==> src/rtl/gate_reduce_pipe.sv <==
// Registered, flow-controlled bitwise reduction (AND/NAND/OR/NOR/XOR/XNOR) across
// N_INPUTS operands, with an output register plus a skid slot for full throughput.
module gate_reduce_pipe #(
  parameter int N_INPUTS = 3,
  parameter int WIDTH    = 1,
  parameter int CNT_W    = 16
) (
  input  logic                      clk,
  input  logic                      rst_n,
  input  logic                      in_valid,
  output logic                      in_ready,
  input  logic [N_INPUTS*WIDTH-1:0] in_data,
  input  logic [2:0]                in_op,
  output logic                      out_valid,
  input  logic                      out_ready,
  output logic [WIDTH-1:0]          out_data,
  output logic                      out_illegal,
  output logic                      err_sticky,
  output logic [CNT_W-1:0]          txn_count
);

  typedef enum logic [1:0] {EMPTY, ONE, TWO} state_t;

  state_t             state_q, state_d;
  logic               in_ready_q;
  logic [WIDTH-1:0]   red_and, red_or, red_xor;
  logic [WIDTH-1:0]   res_d, out_data_q, skid_data_q;
  logic               ill_d, out_ill_q, skid_ill_q;
  logic               err_q;
  logic [CNT_W-1:0]   cnt_q;
  logic               in_xfer, out_xfer;
  logic               load_out, load_skid, skid_to_out;

  assign in_ready    = in_ready_q;
  assign out_valid   = (state_q != EMPTY);
  assign out_data    = out_data_q;
  assign out_illegal = out_ill_q;
  assign err_sticky  = err_q;
  assign txn_count   = cnt_q;

  assign in_xfer  = in_valid & in_ready_q;
  assign out_xfer = out_valid & out_ready;

  always_comb begin
    red_and = '1;
    red_or  = '0;
    red_xor = '0;
    for (int unsigned k = 0; k < N_INPUTS; k++) begin
      red_and = red_and & in_data[k*WIDTH +: WIDTH];
      red_or  = red_or  | in_data[k*WIDTH +: WIDTH];
      red_xor = red_xor ^ in_data[k*WIDTH +: WIDTH];
    end
  end

  always_comb begin
    res_d = '0;
    ill_d = 1'b0;
    case (in_op)
      3'd0:    res_d = red_and;
      3'd1:    res_d = ~red_and;
      3'd2:    res_d = red_or;
      3'd3:    res_d = ~red_or;
      3'd4:    res_d = red_xor;
      3'd5:    res_d = ~red_xor;
      default: ill_d = 1'b1;
    endcase
  end

  // No input can arrive in TWO because in_ready is registered low there.
  always_comb begin
    state_d     = state_q;
    load_out    = 1'b0;
    load_skid   = 1'b0;
    skid_to_out = 1'b0;
    case (state_q)
      EMPTY: if (in_xfer) begin
        load_out = 1'b1;
        state_d  = ONE;
      end
      ONE: begin
        if (in_xfer && out_xfer) begin
          load_out = 1'b1;
        end else if (in_xfer) begin
          load_skid = 1'b1;
          state_d   = TWO;
        end else if (out_xfer) begin
          state_d = EMPTY;
        end
      end
      TWO: if (out_xfer) begin
        skid_to_out = 1'b1;
        state_d     = ONE;
      end
      default: state_d = EMPTY;
    endcase
  end

  always_ff @(posedge clk or negedge rst_n) begin
    if (!rst_n) begin
      state_q     <= EMPTY;
      in_ready_q  <= 1'b1;
      out_data_q  <= '0;
      out_ill_q   <= 1'b0;
      skid_data_q <= '0;
      skid_ill_q  <= 1'b0;
      err_q       <= 1'b0;
      cnt_q       <= '0;
    end else begin
      state_q    <= state_d;
      in_ready_q <= (state_d != TWO);
      if (load_out) begin
        out_data_q <= res_d;
        out_ill_q  <= ill_d;
      end else if (skid_to_out) begin
        out_data_q <= skid_data_q;
        out_ill_q  <= skid_ill_q;
      end
      if (load_skid) begin
        skid_data_q <= res_d;
        skid_ill_q  <= ill_d;
      end
      if (in_xfer && ill_d)
        err_q <= 1'b1;
      if (in_xfer && cnt_q != '1)
        cnt_q <= cnt_q + CNT_W'(1);
    end
  end

endmodule
==> config.mk <==
export PLATFORM = sky130hd
export DESIGN_NAME = gate_reduce_pipe
export DESIGN_NICKNAME = d
export VERILOG_FILES = /design/src/rtl/gate_reduce_pipe.sv
export SDC_FILE = /design/constraint.sdc
export NUM_CORES = 1
export LEC_CHECK = 0
export ABC_AREA = 1
export CORE_MARGIN = 4
export CORE_UTILIZATION = 35
export DETAILED_ROUTE_END_ITERATION = 16
export MAX_ROUTING_LAYER = met4
export SYNTH_ARGS = -nofsm -noshare
export SYNTH_HDL_FRONTEND = slang
export SYNTH_SLANG_ARGS = --single-unit
==> constraint.sdc <==
create_clock -name clk -period 3.4 [get_ports clk]
set_input_delay 0.51 -clock clk [delete_from_list [all_inputs] [get_ports clk]]
set_output_delay 0.51 -clock clk [all_outputs]
set_load 0.01 [all_outputs]
==> impl_metrics.tcl, run 1 <==
set metrics [dict create \
    run_status "completed" \
    min_path_type "flop to flop" \
    antenna_found_initial 0 \
    start_util 0.371 \
    p_leak_nw 0.900 \
    drt-pass1-iter-count 4 \
    root_buffer "clkbuf_8" \
    netlist_area_sq_um 1520 \
    synth.most_common_cell "nand2_1" \
    dp_cells 290 \
    ff2ff_setup_slack_ns 1.62 \
    cts_buffers 3 \
    num-nets-final 258 \
    power.switching_w 0.000453 \
    yosys_warnings 0 \
    routed_via_density 4.55 \
    power.total_w 0.00117 \
    intPower_w 0.000721 \
    cp_slowest_stage_delay_ns 0.55 \
    arrival_ns 1.36 \
    synthToLayoutAreaGrowth_pct 26.6 \
    worstHoldStart "skid_ill_q$_DFFE_PN0P_" \
    finClkSkew_ns 0.00577 \
    synth.distinct_cells 23 \
    fmax_ghz 0.535 \
    htreeDepth 1 \
    p_sw_frac 0.386 \
    layout-drive-gt1-share 0.111 \
    setup_viol 0 \
    path_buf_inv 1 \
    synth_edf_count 0 \
    cts_tree "yes" \
    path_max_fanout 2 \
    synth_nets 224 \
    fin_tns_setup_ns 0 \
    antennaDiodeCount 0 \
    yosysTopAreaCell "dfrtp_1" \
    ctsResizeCount 0 \
    critical_path_class "flop to primary output" \
    drt_iter0_drc 52 \
    synthTopCellsByCount "79 x nand2_1, 26 x inv_1, 23 x dfrtp_1" \
    fp.dieW_um 73.8 \
    dieHeight_um 73.8 \
    die_area_sq_um 5450 \
    period_share 0.549 \
    cts_hold_buf 0 \
    drv_cap 0 \
    hpwlAfterDp_mm 2.60 \
    rows 23 \
    start_kind "flop" \
    routed_wirelength_mm 3.34 \
    seqPwrFrac 0.407 \
    drc 0 \
    wl_per_cell_um 11.3 \
    grt.overflow.total 0 \
    cpLargestDelayFamily "flip-flops" \
    synth_area_leaders "dfrtp_1 38%, nand2_1 20%, inv_1 6.4%" \
    cp.required_ns 2.89 \
    cts.path.max_buffers 2 \
    vias 1339 \
    hold_depth 2 \
    pwr-share-comb 0.425 \
    seq_area_frac_synth 0.397 \
    endpoint_kind "primary output" \
    syn_inst 211 \
    core_area_sq_um 4090 \
    place.gp.congestion 0.852 \
    ys_ff_latch 24 \
    grt_pass1_wl_mm 5.58 \
    slew_headroom 0.765 \
    worst_slack_ns 1.53 \
    regArea_sq_um 602 \
    dp_slack_ns 1.39 \
    reg2reg_from "txn_count[0]$_DFFE_PN0P_" \
    pwr-share-clk 0.169 \
    async_reset_ff_frac 1.00 \
    port_buffers 30 \
    post-route-min-period_ns 1.87 \
    cp_slowest_cell "dfstp_2" \
    antenna_left 0 \
    multi_input_area_sq_um 790 \
    holdWs_ns 0.494 \
    grt_pass1_vias 1192 \
    maxSlewViolCount 0 \
    r2r_end "txn_count[3]$_DFFE_PN0P_" \
    worstSkewPairLatency_ns 0.27 \
    io_pins 31 \
    ys.flop_type "dfrtp_1" \
    rsz0062_at_grt "false" \
    worst_pin_slew_ns 0.350 \
    post_cts_buffers 0 \
    grt_max_degree 25 \
    crit_chain "clkdlybuf4s50_1" \
    final_cells 294 \
    holdPathEnd "skid_ill_q$_DFFE_PN0P_" \
    nFillCells 434 \
    r2r_cells 9 \
    finalHoldViolCount 0 \
    avgSynthCellArea_sq_um 7.18 \
    synth_top_area_share 0.380 \
    grt_use_total 0.136 \
    numClockSinks 24 \
    irDropWorstVdd_v 0.000184 \
    p_per_area_nw_per_um2 612 \
    path_clk_slew_ns 0.09 \
]
## cell usage in the layout (no fill, tap or decap)
| cell type | synthesis | layout |
|---|---|---|
| o21ai_1 | 2 | 2 |
| inv_1 | 26 | 26 |
| xor2_1 | 9 | 9 |
| dfrtp_1 | 23 | 23 |
| nand3_2 | 1 | 1 |
| nand2_4 | 1 | 1 |
| ha_1 | 3 | 3 |
| dfstp_2 | 1 | 1 |
| o21bai_1 | 1 | 1 |
| nor2_1 | 19 | 19 |
| clkbuf_8 | 0 | 4 |
| nand2_1 | 79 | 79 |
| nand3_1 | 12 | 12 |
| o21ai_2 | 7 | 7 |
| inv_2 | 1 | 1 |
| a21oi_1 | 1 | 1 |
| clkdlybuf4s50_1 | 0 | 30 |
| nand4_1 | 4 | 4 |
| nand2_2 | 8 | 8 |
| o31ai_1 | 1 | 1 |
| o21ai_0 | 4 | 4 |
| buf_4 | 0 | 1 |
| nor3_1 | 2 | 2 |
| nor2_2 | 3 | 3 |
| xnor2_1 | 1 | 1 |
## sequential cells by signal (all words and copies together), names as in the netlist
register,flops
out_illegal,1
state_q,2
skid_ill_q,1
skid_data_q,1
in_ready,1
txn_count,16
out_data,1
err_sticky,1
## power by group through the flow
stage / Combinational, W / Sequential [W] / Clock (W)
2_1_floorplan: 0.000263 / 0.000494 / 0
4_1_cts: 0.000507 / 0.000479 / 0.000204
5_1_grt: 0.000563 / 0.000493 / 0.000220
6_report: 0.000499 / 0.000478 / 0.000198
3_3_place_gp: 0.000496 / 0.000486 / 0
3_5_place_dp: 0.000505 / 0.000484 / 0
## cells by family (layout without fill, tap and decap cells)
group	after synthesis	after routing	synth area share
buf+inv	29	62	0.0817
compound gates	16	16	0.0735
xor+xnor	10	10	0.0578
simple gates	129	129	0.365
flops	24	24	0.397
fa+ha+maj	3	3	0.0248
## final cells by class
| class | instances | area share |
|---|---|---|
| clock buffers | 4 | 0.0287 |
| inverters | 27 | 0.0528 |
| multi-input cells | 158 | 0.412 |
| flip-flops and latches | 24 | 0.314 |
| well taps | 50 | 0.0326 |
| repair buffers | 31 | 0.160 |
## how the worst max path moves through the flow
stage / startpoint / endpoint / slack [ns] / depth (start not counted)
2_1_floorplan: txn_count[0]$_DFFE_PN0P_ / txn_count[5]$_DFFE_PN0P_ / 1.89 / 9
3_3_place_gp: in_valid / txn_count[13]$_DFFE_PN0P_ / 1.44 / 8
3_5_place_dp: in_valid / txn_count[3]$_DFFE_PN0P_ / 1.39 / 8
4_1_cts: state_q[1]$_DFF_PN0_ / out_valid / 1.52 / 3
5_1_grt: txn_count[0]$_DFFE_PN0P_ / txn_count[13]$_DFFE_PN0P_ / 1.46 / 9
6_report: in_ready$_DFF_PN1_ / in_ready / 1.53 / 1
## stage by stage
stage	area (sq um)	utilization
after floorplan	1520	-
after global placement	1860	0.456
after detailed placement	1860	0.456
after CTS	1920	0.469
after global routing	1920	0.469
final	1920	0.469
## metal layers
layer	share of wire	track usage
met3	0.029	0.0178
met2	0.43	0.192
met5	0	-
met4	0.017	0.0543
met1	0.52	0.196
No activity file was read; power rests on OpenSTA's default activity.
==> run 2: changes to the inputs <==
==> constraint.sdc (replaced) <==
create_clock -name clk -period 1.7 [get_ports clk]
set_input_delay 0.255 -clock clk [delete_from_list [all_inputs] [get_ports clk]]
set_output_delay 0.255 -clock clk [all_outputs]
set_load 0.01 [all_outputs]
==> impl_metrics.tcl, run 2 (synthesis gave the netlist of run 1 again) <==
set metrics [dict create \
    routed_via_density 4.58 \
    period_share 0.933 \
    crit_chain "clkdlybuf4s50_1" \
    ff2ff_setup_slack_ns 0.18 \
    path_clk_slew_ns 0.08 \
    cpLargestDelayFamily "buffers and inverters" \
    antennaDiodeCount 0 \
    regArea_sq_um 602 \
    worstSkewPairLatency_ns 0.26 \
    numClockSinks 24 \
    grt_max_degree 25 \
    finalHoldViolCount 0 \
    critical_path_class "flop to primary output" \
    path_buf_inv 1 \
    antenna_found_initial 0 \
    finClkSkew_ns 0.00357 \
    dp_slack_ns 0.0260 \
    root_buffer "clkbuf_8" \
    irDropWorstVdd_v 0.000467 \
    port_buffers 30 \
    ctsResizeCount 0 \
    fin_tns_setup_ns 0 \
    cts_hold_buf 0 \
    grt_pass1_wl_mm 5.87 \
    dieHeight_um 73.8 \
    path_max_fanout 2 \
    cts_tree "yes" \
    hpwlAfterDp_mm 2.70 \
    htreeDepth 1 \
    slew_headroom 0.791 \
    rows 23 \
    cp.required_ns 1.44 \
    nFillCells 421 \
    grt_use_total 0.141 \
    place.gp.congestion 0.857 \
    io_pins 31 \
    drt_iter0_drc 62 \
    post_cts_buffers 0 \
    die_area_sq_um 5450 \
    setup_viol 0 \
    synthToLayoutAreaGrowth_pct 30.2 \
    arrival_ns 1.33 \
    layout_common_cells "79 x nand2_1, 30 x clkdlybuf4s50_1, 26 x inv_1, 23 x dfrtp_1, 19 x nor2_1" \
    start_util 0.371 \
    drc 0 \
    cp_slowest_cell "clkdlybuf4s50_1" \
    antenna_left 0 \
    wl_per_cell_um 11.4 \
    worst_pin_slew_ns 0.314 \
    min_path_type "input port to async pin" \
    fp.dieW_um 73.8 \
    start_kind "flop" \
    largest_reg_flops 16 \
    maxSlewViolCount 0 \
    layout.cells.most_common "nand2_1" \
    holdWs_ns 0.346 \
    worst_slack_ns 0.114 \
    endpoint_kind "primary output" \
    routed_wirelength_mm 3.40 \
    drv_cap 0 \
    rsz0062_at_grt "false" \
    grt_pass1_vias 1223 \
    layout-drive-gt1-share 0.129 \
    num-nets-final 263 \
    vias 1368 \
    fmax_ghz 0.631 \
    cts.path.max_buffers 2 \
    drt-pass1-iter-count 4 \
    multi_input_area_sq_um 792 \
    run_status "completed" \
    grt.overflow.total 0 \
    post-route-min-period_ns 1.59 \
    cp_slowest_stage_delay_ns 0.54 \
    core_area_sq_um 4090 \
    p_per_area_nw_per_um2 1200 \
    p_leak_nw 0.928 \
    final_core_util 0.483 \
    cts_buffers 3 \
]
==> run 2: cell count changes in the layout (fill, tap and decap cells not counted) <==
cell / before / now
ha_2: 0 / 1
clkbuf_8: 4 / 3
buf_12: 0 / 2
ha_1: 3 / 2
clkbuf_1: 0 / 1
buf_4: 1 / 4
==> run 2: metal layers <==
| layer | track usage | share of wire |
|---|---|---|
| met5 | - | 0 |
| met4 | 0.0423 | 0.014 |
| met3 | 0.0164 | 0.026 |
| met2 | 0.204 | 0.43 |
| met1 | 0.206 | 0.53 |
==> run 2: where the power goes <==
group	leakage (nW)	internal (W)	switching, W
clock network	0.0228	0.000167	0.000173
logic	0.597	0.000540	0.000540
registers	0.308	0.000751	0.000192
total	0.928	0.00146	0.000905
==> run 2: final timing paths <==
| check | end | start | cells after the start |
|---|---|---|---|
| worst min register to register | state_q[0]$_DFF_PN0_ | state_q[1]$_DFF_PN0_ | 1 |
| max in group asynchronous | in_ready$_DFF_PN1_ | rst_n | 2 |
| worst min-delay path | txn_count[3]$_DFFE_PN0P_ | rst_n | 2 |
| min in group clk | state_q[0]$_DFF_PN0_ | state_q[1]$_DFF_PN0_ | 1 |
| worst max-delay path | in_ready | in_ready$_DFF_PN1_ | 1 |
| worst max register to register | txn_count[8]$_DFFE_PN0P_ | txn_count[1]$_DFFE_PN0P_ | 9 |
==> run 2: layout make-up <==
| class | instances | area share |
|---|---|---|
| flip-flops and latches | 24 | 0.305 |
| repair buffers | 36 | 0.188 |
| clock buffers | 4 | 0.0228 |
| inverters | 27 | 0.0514 |
| multi-input cells | 158 | 0.401 |
| well taps | 50 | 0.0317 |
==> run 2: metrics by stage <==
stage | cell area (sq um) | instances | total power, W
floorplan | 1520 | 211 | 0.00151
global placement | 1930 | 295 | 0.00203
detailed placement | 1930 | 295 | 0.00204
CTS | 1970 | 299 | 0.00241
global route | 1970 | 299 | 0.00258
finish | 1970 | 299 | 0.00236
